[src/rtl/mvm_pkg.sv]
// Shared types and width helpers for the 3x3 matrix-vector multiplier.
// The controller and its bus interface import this package.
package mvm_pkg;

    typedef enum logic [1:0] {
        LOAD_A,
        LOAD_X,
        MAC,
        OUT
    } state_t;

    localparam int N_DEFAULT = 3;

    // A width of 1 is kept for degenerate sizes so no bus ever collapses to zero bits.
    function automatic int clog2_min1(input int v);
        return (v > 1) ? $clog2(v) : 1;
    endfunction

    function automatic int aw_a(input int n);
        return clog2_min1(n * n);
    endfunction

    function automatic int aw_x(input int n);
        return clog2_min1(n);
    endfunction

    function automatic int kw(input int n);
        return clog2_min1(n + 1);
    endfunction

endpackage

[src/rtl/mvm3_ctrl_if.sv]
// Control bus between mvm3_ctrl and the stream ports / memory-MAC datapath.
// The master side is the controller, the slave side is everything around it.
interface mvm3_ctrl_if import mvm_pkg::*; #(
    parameter int N = N_DEFAULT
) ();

    logic                 s_valid;
    logic                 s_ready;
    logic                 m_valid;
    logic                 m_ready;
    logic                 wr_en_a;
    logic                 wr_en_x;
    logic [aw_a(N)-1:0]   addr_a;
    logic [aw_x(N)-1:0]   addr_x;
    logic                 clear_acc;
    logic                 en_acc;

    modport master (
        input  s_valid,
        input  m_ready,
        output s_ready,
        output m_valid,
        output wr_en_a,
        output wr_en_x,
        output addr_a,
        output addr_x,
        output clear_acc,
        output en_acc
    );

    modport slave (
        output s_valid,
        output m_ready,
        input  s_ready,
        input  m_valid,
        input  wr_en_a,
        input  wr_en_x,
        input  addr_a,
        input  addr_x,
        input  clear_acc,
        input  en_acc
    );

endinterface

[src/rtl/mvm3_ctrl.sv]
// Control FSM for the NxN matrix-vector multiplier: loads A then x, steps the MAC
// through each row and hands every y[r] downstream over valid/ready.
module mvm3_ctrl import mvm_pkg::*; #(
    parameter int N = N_DEFAULT
) (
    input  logic          clk,
    input  logic          reset_n,
    mvm3_ctrl_if.master   bus
);

    localparam int AW_A = aw_a(N);
    localparam int AW_X = aw_x(N);
    localparam int KW   = kw(N);

    localparam logic [AW_A-1:0] LD_LAST_A = AW_A'(N * N - 1);
    localparam logic [AW_A-1:0] LD_LAST_X = AW_A'(N - 1);
    localparam logic [KW-1:0]   K_LAST    = KW'(N);
    localparam logic [KW-1:0]   K_HOLD    = KW'(N - 1);
    localparam logic [AW_X-1:0] R_LAST    = AW_X'(N - 1);

    state_t            state;
    state_t            state_nxt;
    logic [AW_A-1:0]   ld_cnt;
    logic [KW-1:0]     k;
    logic [AW_X-1:0]   r;
    logic              en_d;
    logic              clr_d;
    logic              accept;
    logic [KW-1:0]     k_eff;
    logic [AW_A-1:0]   mac_addr_a;

    assign accept = bus.s_valid && bus.s_ready;

    // The k==N step and OUT keep presenting the last issued column so addresses stay put.
    assign k_eff      = (k == K_LAST) ? K_HOLD : k;
    assign mac_addr_a = AW_A'(int'(r) * N + int'(k_eff));

    always_ff @(posedge clk or negedge reset_n) begin
        if (!reset_n) begin
            state <= LOAD_A;
        end else begin
            state <= state_nxt;
        end
    end

    always_comb begin
        state_nxt = state;
        case (state)
            LOAD_A: if (accept && ld_cnt == LD_LAST_A) state_nxt = LOAD_X;
            LOAD_X: if (accept && ld_cnt == LD_LAST_X) state_nxt = MAC;
            MAC:    if (k == K_LAST) state_nxt = OUT;
            OUT:    if (bus.m_ready) state_nxt = (r == R_LAST) ? LOAD_A : MAC;
            default: state_nxt = LOAD_A;
        endcase
    end

    // s_ready is gated by reset_n so nothing can be written while reset is held.
    always_comb begin
        bus.s_ready   = 1'b0;
        bus.m_valid   = 1'b0;
        bus.wr_en_a   = 1'b0;
        bus.wr_en_x   = 1'b0;
        bus.addr_a    = '0;
        bus.addr_x    = '0;
        bus.en_acc    = en_d;
        bus.clear_acc = clr_d;
        case (state)
            LOAD_A: begin
                bus.s_ready = reset_n;
                bus.wr_en_a = reset_n && bus.s_valid;
                bus.addr_a  = ld_cnt;
            end
            LOAD_X: begin
                bus.s_ready = reset_n;
                bus.wr_en_x = reset_n && bus.s_valid;
                bus.addr_x  = ld_cnt[AW_X-1:0];
            end
            MAC: begin
                bus.addr_a = mac_addr_a;
                bus.addr_x = AW_X'(k_eff);
            end
            OUT: begin
                bus.m_valid = 1'b1;
                bus.addr_a  = mac_addr_a;
                bus.addr_x  = AW_X'(k_eff);
            end
            default: ;
        endcase
    end

    // en/clear trail the address by one cycle to line up with the synchronous memory read.
    always_ff @(posedge clk or negedge reset_n) begin
        if (!reset_n) begin
            ld_cnt <= '0;
            k      <= '0;
            r      <= '0;
            en_d   <= 1'b0;
            clr_d  <= 1'b0;
        end else begin
            en_d  <= (state == MAC) && (k != K_LAST);
            clr_d <= (state == MAC) && (k == '0);
            case (state)
                LOAD_A: begin
                    if (accept) ld_cnt <= (ld_cnt == LD_LAST_A) ? '0 : ld_cnt + AW_A'(1);
                end
                LOAD_X: begin
                    if (accept) begin
                        if (ld_cnt == LD_LAST_X) begin
                            ld_cnt <= '0;
                            r      <= '0;
                            k      <= '0;
                        end else begin
                            ld_cnt <= ld_cnt + AW_A'(1);
                        end
                    end
                end
                MAC: begin
                    if (k != K_LAST) k <= k + KW'(1);
                end
                OUT: begin
                    if (bus.m_ready) begin
                        k <= '0;
                        if (r == R_LAST) begin
                            r      <= '0;
                            ld_cnt <= '0;
                        end else begin
                            r <= r + AW_X'(1);
                        end
                    end
                end
                default: ;
            endcase
        end
    end

endmodule

[src/flat_wrapper.sv]
// flat-port wrapper written by rule: the top's interface ports become plain ports
module mvm3_ctrl_flat import mvm_pkg::*;
#(
    parameter int N = N_DEFAULT
)
  (clk, reset_n, bus_s_valid, bus_m_ready, bus_s_ready, bus_m_valid, bus_wr_en_a, bus_wr_en_x, bus_addr_a, bus_addr_x, bus_clear_acc, bus_en_acc);
  mvm3_ctrl_if #(.N(N)) bus_i ();
  input  logic clk;
  input  logic reset_n;
  input wire logic [$bits(bus_i.s_valid)-1:0] bus_s_valid;
  input wire logic [$bits(bus_i.m_ready)-1:0] bus_m_ready;
  output wire logic [$bits(bus_i.s_ready)-1:0] bus_s_ready;
  output wire logic [$bits(bus_i.m_valid)-1:0] bus_m_valid;
  output wire logic [$bits(bus_i.wr_en_a)-1:0] bus_wr_en_a;
  output wire logic [$bits(bus_i.wr_en_x)-1:0] bus_wr_en_x;
  output wire logic [$bits(bus_i.addr_a)-1:0] bus_addr_a;
  output wire logic [$bits(bus_i.addr_x)-1:0] bus_addr_x;
  output wire logic [$bits(bus_i.clear_acc)-1:0] bus_clear_acc;
  output wire logic [$bits(bus_i.en_acc)-1:0] bus_en_acc;
  assign bus_i.s_valid = bus_s_valid;
  assign bus_i.m_ready = bus_m_ready;
  assign bus_s_ready = bus_i.s_ready;
  assign bus_m_valid = bus_i.m_valid;
  assign bus_wr_en_a = bus_i.wr_en_a;
  assign bus_wr_en_x = bus_i.wr_en_x;
  assign bus_addr_a = bus_i.addr_a;
  assign bus_addr_x = bus_i.addr_x;
  assign bus_clear_acc = bus_i.clear_acc;
  assign bus_en_acc = bus_i.en_acc;
  mvm3_ctrl #(.N(N)) u_core (.clk(clk), .reset_n(reset_n), .bus(bus_i));
endmodule
[config.mk]
export PLATFORM = sky130hd
export DESIGN_NAME = mvm3_ctrl_flat
export DESIGN_NICKNAME = d
export VERILOG_FILES = /design/src/rtl/mvm_pkg.sv /design/src/rtl/mvm3_ctrl_if.sv /design/src/rtl/mvm3_ctrl.sv /design/src/flat_wrapper.sv
export SDC_FILE = /design/constraint.sdc
export NUM_CORES = 1
export LEC_CHECK = 0
export ABC_AREA = 1
export CELL_PAD_IN_SITES_DETAIL_PLACEMENT = 0
export CELL_PAD_IN_SITES_GLOBAL_PLACEMENT = 2
export CORE_UTILIZATION = 33
export DETAILED_ROUTE_END_ITERATION = 8
export PLACE_DENSITY = 0.84
export SLEW_MARGIN = 20
export SYNTH_ARGS = -nofsm -noshare
export SYNTH_HDL_FRONTEND = slang
export SYNTH_SLANG_ARGS = --single-unit
export TNS_END_PERCENT = 50
[constraint.sdc]
create_clock -name clk -period 4.55 [get_ports clk]
set_clock_uncertainty 0.05 [all_clocks]
set_input_delay 0.91 -clock clk [delete_from_list [all_inputs] [get_ports clk]]
set_output_delay 0.91 -clock clk [all_outputs]
set_load 0.03 [all_outputs]
### Word-level counts from Yosys, hierarchy flattened

Cells that the tools add are included.
W data, S select, Z words.

* $add $sub $neg: 4
* $mul: 1
* reductions and logical operators: 17
* mux-type cells: 28
* equality and inequality tests: 17

Operators with widths (count)
* $mux W2: 12
* $mux W4: 6
* $ne A2 B1 Y1 const B: 7
* $pmux W4 S3: 1
* $reduce_and A5 Y1: 2
* $eq A2 B2 Y1 const B: 4
* $pmux W2 S2: 2
* $pmux W2 S4: 1
* $pmux W4 S2: 1
* $reduce_and A4 Y1: 2
* $logic_and A1 B1 Y1: 6
* $ne A2 B2 Y1 const B: 3
* $pmux W2 S3: 1
* $reduce_bool A3 Y1: 2
* $add A2 B1 Y2 const B: 2
* $add A4 B1 Y4 const B: 1
* $add A4 B3 Y4: 1
* $eq A4 B2 Y1 const B: 1
* $eq A4 B4 Y1 const B: 1
* $logic_not A2 Y1: 2
* $mul A2 B2 Y4 const B: 1
* $mux W1: 4
* $reduce_or A2 Y1: 2
* $eq A2 B1 Y1 const B: 1
* $reduce_bool A2 Y1: 1

* logic and storage cells: 73
* output and inout port bits: 12
* register bits: 12

### Logic depth before layout (Yosys ltp)

Gate-level depths: netlist of the first run.

* depth in word-level cells: 7
* mapped depth: 9

### Least setup slack after synthesis of the first run

No wires, ideal clock.

* path kind: register to output
* from: reg u_core.k[0]
* to: out bus_addr_a[2]
* required time: 3.590 ns
* setup slack: 1.182 ns
* data arrival time: 2.408 ns
* stages on the path, launching flop included: 9
* buffers on the path: 0
* path through: dfrtp_1 -> ha_1 -> inv_1 -> nand2_1 -> fa_1 -> ha_1 -> inv_1 -> fa_1 -> o22ai_1

* cells in the longest elaborated chain, start to end: 4

Ends and longest elaborated chain
* start: declaration: line mvm3_ctrl.sv:24 `logic [KW-1:0] k;`
* start signal: assignment: line mvm3_ctrl.sv:118 `if (k != K_LAST) k <= k + KW'(1);`
* $eq A2 B2 Y1: line mvm3_ctrl.sv:35 `assign k_eff = (k == K_LAST) ? K_HOLD : k;`
* $mux W2 (*): line mvm3_ctrl.sv:35
* $add A4 B3 Y4 (*): line mvm3_ctrl.sv:36 `assign mac_addr_a = AW_A'(int'(r) * N + int'(k_eff));`
* $pmux W4 S2 (*): line mvm3_ctrl.sv:67 `case (state)`
* end: declaration: line flat_wrapper.sv:16 `output wire logic [$bits(bus_i.addr_a)-1:0] bus_addr_a;`

Every way passes the cells marked *; elsewhere a longest branch is shown, timed or not.

### Worst setup path after layout of the first run

Same ends and word-level chain as after synthesis.

==> flow_summary.json, run 1 <==
{
  "yosys.area.top_type_share": 0.2993,
  "die_area_um2": 3266,
  "critical_path_origin": "u_core.k[0]",
  "slew-limit-headroom": 0.6668,
  "total_via_count_after_detailed_routing": 887,
  "worst_skew_pair.late_latency_ns": 0.27,
  "core_um2": 2829,
  "most-common-layout-cells": "nand2_1, inv_1, clkdlybuf4s50_1",
  "place.detailed.hpwl_mm": 1.822,
  "placedInstanceArea_um2": 1177,
  "grt_start_max_net_pins": 13,
  "hold_violations": 0,
  "drt_pass_1_iters": 6,
  "buffer_ports.inserted": 15,
  "critical_path_class": "flip-flop to output port",
  "power_mw": 0.8264,
  "layout_worst_path_cycle_share": 0.9004,
  "finalWeightedCongestion": 0.8344,
  "first_global_vias": 833,
  "grt_pass1_wl_mm": 3.836,
  "hold_slack_ns": 0.4675,
  "ff2ff_path_depth": 7,
  "netlist_instances": 128,
  "drt-wirelength-per-cell_um": 12.70,
  "cts_max_level": 1,
  "peakVddDrop_mv": 0.2063,
  "placed_cells_incl_taps": 173,
  "r2r_end": "u_core.ld_cnt[0]",
  "r2r-start": "u_core.state[1]",
  "post-place-ws_ns": 0.7446,
  "yosys_top_cell_by_area": "dfrtp_1",
  "fin_setup_tns_ns": 0,
  "leakagePower_nw": 0.6023,
  "cts-root-buf": "clkbuf_4",
  "total_nets_after_synthesis": 145,
  "synth_area_per_cell_um2": 7.840,
  "post_cts.resized_instances": 0,
  "postLayoutSetupSlackWorst_ns": 0.4533,
  "floorplan.die.height_um": 57.15,
  "power_density_nw_per_um2": 680.9,
  "status": "finished with violations",
  "critPathArrivalTime_ns": 3.14,
  "fillCellCount": 294,
  "crit_path_max_fanout": 4,
  "post_synth_main_area_contributors": "dfrtp_1, ha_1, nand2_1, inv_1, nand3_4",
  "slew_violations": 0,
  "report.final.setup_viol": 0,
  "drc_errors": 2,
  "cts_buffers": 3,
  "postCtsSetupBuffers": 0,
  "worst_setup_hold_path_clk_slew_ns": 0.08,
  "failed_checks": "DRC",
  "post_route_cells_drive_above_1_share": 0.1096,
  "final-instance-count-excl-fill": 177,
  "hp-class": "flip-flop to flip-flop",
  "tritoncts": "yes",
  "reg2reg_slack_ns": 2.93,
  "seq_area_frac_synth": 0.2993,
  "timing.critical_path.required_ns": 3.59,
  "design.portCount": 16,
  "startpoint_kind_of_the_worst_setup_timing_path": "flip-flop",
  "globalRoute.totalOverflow": 0,
  "postRouteWirelength_mm": 2.248,
  "final_nets": 164,
  "drtIter0Drc": 26,
  "final_core_utilization": 0.4290,
  "cts.hold.buffers_added": 0,
  "synth_async_sr_flop_share": 1.000,
  "synth_seq_cells": 12,
  "synth-edff-count": 0,
  "worst-slew-pin-transition_ns": 0.4998,
  "finalInstanceArea_um2": 1214,
  "antenna_found_initial": 0,
  "rsz_0062_raised_after_global_routing": "false",
  "antenna-diode-count": 0,
  "synth_area_um2": 1003,
  "horizontal_die_dimension_um": 57.15,
  "critPathCaptureType": "output port",
  "max_cap_violations": 0,
  "tritoncts_num_sinks": 12,
  "yosys_warnings": 0,
  "fmax_mhz": 244.1,
  "synth_cell_type_count": 22,
  "antenna_violating_nets_post_route": 0,
  "layout_commonest_cell": "nand2_1",
  "setup.worst_path.end": "bus_addr_a[2]",
  "grt_use_total": 0.1529,
  "layout-area-overhead-vs-synth_pct": 20.95,
  "viasPerCell": 5.011,
  "starting_density_of_the_core": 0.3547,
  "cts.path.max_buffers": 2,
  "fin_crit_ns": 4.097,
  "std_cell_rows": 19,
  "synth_ff_type": "dfrtp_1"
}
-- layout make-up --
cell class / count / area [um^2] / share of cell area
sequential: 12 / 300.3 / 0.2474
inverter: 23 / 88.84 / 0.07320
tap: 31 / 38.79 / 0.03196
clock buffer: 4 / 36.28 / 0.02990
timing repair buffer: 16 / 157.7 / 0.1299
multi-input combinational: 91 / 591.8 / 0.4876
-- routing by layer --
| metal | GRT usage | vias to the layer above | wire (um) |
|---|---|---|---|
| met5 | 0 | - | 0 |
| met4 | 0.04181 | 0 | 19 |
| met3 | 0.02041 | 2 | 86 |
| met2 | 0.2353 | 20 | 993 |
| met1 | 0.2254 | 425 | 1149 |
| li1 | - | 440 | - |
-- how the worst min path moves through the flow --
stage / endpoint / slack [ns] / cells past startpoint / start
after global placement: u_core.k[1] / 0.44 / 2 / u_core.k[1]
after detailed placement: u_core.k[1] / 0.44 / 2 / u_core.k[1]
after CTS: u_core.k[1] / 0.46 / 2 / u_core.k[1]
final: u_core.ld_cnt[0] / 0.47 / 2 / u_core.ld_cnt[0]
after floorplan: u_core.k[1] / 0.42 / 2 / u_core.k[1]
after global routing: u_core.ld_cnt[0] / 0.50 / 2 / u_core.ld_cnt[0]
-- power by group --
group	switching, mW	internal (mW)	total (mW)
Combinational	0.332	0.209	0.540
Clock	0.0362	0.0485	0.0847
Sequential	0.0560	0.145	0.201
-- synthesized netlist by cell type (2+ instances only) --
cell type	n
nand2_1	34
inv_1	21
dfrtp_1	12
ha_1	11
nand3_1	10
nor2_1	10
o21ai_0	6
nand4_1	4
nand3_4	3
buf_6	2
fa_1	2
nand2_4	2
o22ai_1	2
-- state kept, by name, indices dropped and copies added (netlist names) --
signal,flops
u_core.k,2
u_core.bus.en_acc,1
u_core.state,2
u_core.r,2
u_core.ld_cnt,4
u_core.bus.clear_acc,1
-- cells by family (layout without fill, tap and decap cells) --
logic type | count (synthesis) | in the layout | synth area share
buf+inv | 25 | 43 | 0.1110
xor+xnor | 1 | 1 | 0.008730
simple gates | 67 | 67 | 0.3479
flops | 12 | 12 | 0.2993
compound gates | 10 | 10 | 0.05611
fa+ha+maj | 13 | 13 | 0.1771
-- critical path, stage by stage (launching register included) --
cell and delay [ns]:
dfrtp_1 0.42, ha_1 0.22, inv_1 0.07, nand2_1 0.09
fa_1 0.56, ha_1 0.14, inv_1 0.05, fa_1 0.44
o22ai_1 0.17, clkdlybuf4s50_1 0.69
Power figures use the tool's default switching activity.
==> run 2, diff against run 1 <==
Settings changed: PLACE_DENSITY 0.84 to 0.94, SLEW_MARGIN 20 to unset.
==> flow_summary.json, run 2 (synthesized netlist as in run 1, its figures left out) <==
{
  "status": "finished with violations",
  "failed_checks": "DRC",
  "leakagePower_nw": 0.6023,
  "cts.hold.buffers_added": 0,
  "slew-limit-headroom": 0.6577,
  "gr-max-usage-layer": "met2",
  "largest_register": "u_core.ld_cnt",
  "place.detailed.hpwl_mm": 1.708,
  "cts_buffers": 3,
  "slew_violations": 0,
  "tritoncts": "yes",
  "drtIter0Drc": 24,
  "report.final.setup_viol": 0,
  "die_area_um2": 3266,
  "worst-slew-pin-transition_ns": 0.5135,
  "tritoncts_num_sinks": 12,
  "most-common-layout-cells": "nand2_1, inv_1, clkdlybuf4s50_1",
  "power_density_nw_per_um2": 676.2,
  "grt_start_max_net_pins": 13,
  "total_via_count_after_detailed_routing": 831,
  "antenna_found_initial": 0,
  "viasPerCell": 4.695,
  "critPathCaptureType": "output port",
  "holdCritStartpoint": "u_core.k[1]",
  "worstHoldEndpoint": "u_core.k[1]",
  "crit_path_max_fanout": 4,
  "critPathArrivalTime_ns": 3.17,
  "finalWeightedCongestion": 0.7562,
  "grt_pass1_wl_mm": 3.608,
  "worst_skew_pair.late_latency_ns": 0.27,
  "layout_commonest_cell": "nand2_1",
  "antenna_violating_nets_post_route": 0,
  "starting_density_of_the_core": 0.3547,
  "layout-area-overhead-vs-synth_pct": 20.95,
  "finalInstanceArea_um2": 1214,
  "layout_worst_path_cycle_share": 0.9068,
  "globalRoute.totalOverflow": 0,
  "cts.path.max_buffers": 2,
  "placedInstanceArea_um2": 1177,
  "met2_usage": 0.2168,
  "drc_errors": 6,
  "max_cap_violations": 0,
  "ff2ff_path_depth": 7,
  "postRouteWirelength_mm": 2.113,
  "hold_slack_ns": 0.4580,
  "first_global_vias": 801,
  "rsz_0062_raised_after_global_routing": "false",
  "hold_violations": 0,
  "cts_max_level": 1,
  "fin_crit_ns": 4.126,
  "post_cts.resized_instances": 0,
  "gr-usage-met3": 0.01814,
  "hp-class": "flip-flop to flip-flop",
  "postLayoutSetupSlackWorst_ns": 0.4243,
  "worst_setup_hold_path_clk_slew_ns": 0.08,
  "horizontal_die_dimension_um": 57.15,
  "final_nets": 164,
  "reg2reg_slack_ns": 2.94,
  "core_um2": 2829,
  "post-place-ws_ns": 0.7209,
  "power_mw": 0.8206,
  "whs_path_cells": 2,
  "fmax_mhz": 242.4,
  "post_route_cells_drive_above_1_share": 0.1096,
  "design.portCount": 16,
  "std_cell_rows": 19,
  "floorplan.die.height_um": 57.15,
  "grt_use_met1": 0.2057,
  "drt_pass_1_iters": 6,
  "critical_path_class": "flip-flop to output port",
  "r2r-start": "u_core.state[1]",
  "drt-wirelength-per-cell_um": 11.94,
  "grt_use_total": 0.1433,
  "buffer_ports.inserted": 15,
  "antenna-diode-count": 0,
  "r2r_end": "u_core.ld_cnt[1]",
  "cts-root-buf": "clkbuf_4",
  "fin_setup_tns_ns": 0,
  "timing.critical_path.required_ns": 3.59,
  "postCtsSetupBuffers": 0,
  "startpoint_kind_of_the_worst_setup_timing_path": "flip-flop",
  "peakVddDrop_mv": 0.1752,
  "largest_reg_flops": 4
}
-- run 2: cell counts in the layout (fill, tap and decap cells not counted) --
No cell type changed its count.
-- run 2: critical path, stage by stage (launching register included) --
cell and delay, ns:
dfrtp_1 0.42, ha_1 0.22, inv_1 0.07, nand2_1 0.09
fa_1 0.55, ha_1 0.14, inv_1 0.05, fa_1 0.45
o22ai_1 0.20, clkdlybuf4s50_1 0.70
-- run 2: layer usage --
layer	routed length [um]	share of wire
met5	0	0
met4	16	0.0076
met3	88	0.042
met2	886	0.42
met1	1120	0.53
-- run 2: stage by stage --
step	util	std cells
final	0.4290	177
after global routing	0.4290	177
after CTS	0.4290	177
after detailed placement	0.4162	173
after global placement	0.4162	173
after floorplan	-	128
-- run 2: how the worst max path moves through the flow --
| stage | start | to | slack, ns | cells after the start |
|---|---|---|---|---|
| CTS | u_core.k[0] | bus_addr_a[2] | 0.40 | 9 |
| floorplan | u_core.k[0] | bus_addr_a[2] | 1.18 | 8 |
| detailed placement | u_core.k[0] | bus_addr_a[2] | 0.72 | 9 |
| finish | u_core.k[0] | bus_addr_a[2] | 0.42 | 9 |
| global route | u_core.k[0] | bus_addr_a[2] | 0.28 | 9 |
| global placement | u_core.k[0] | bus_addr_a[2] | 0.75 | 9 |
-- run 2: where the power goes --
group / internal [mW] / total (mW) / switching (mW)
combinational: 0.208 / 0.535 / 0.326
clock: 0.0486 / 0.0852 / 0.0366
sequential: 0.145 / 0.201 / 0.0554
-- run 2: layout make-up --
class	count	area, um^2
multi-input cells	91	591.8
inverters	23	88.84
well taps	31	38.79
fillers	269	1615
repair buffers	16	157.7
flip-flops and latches	12	300.3
clock buffers	4	36.28
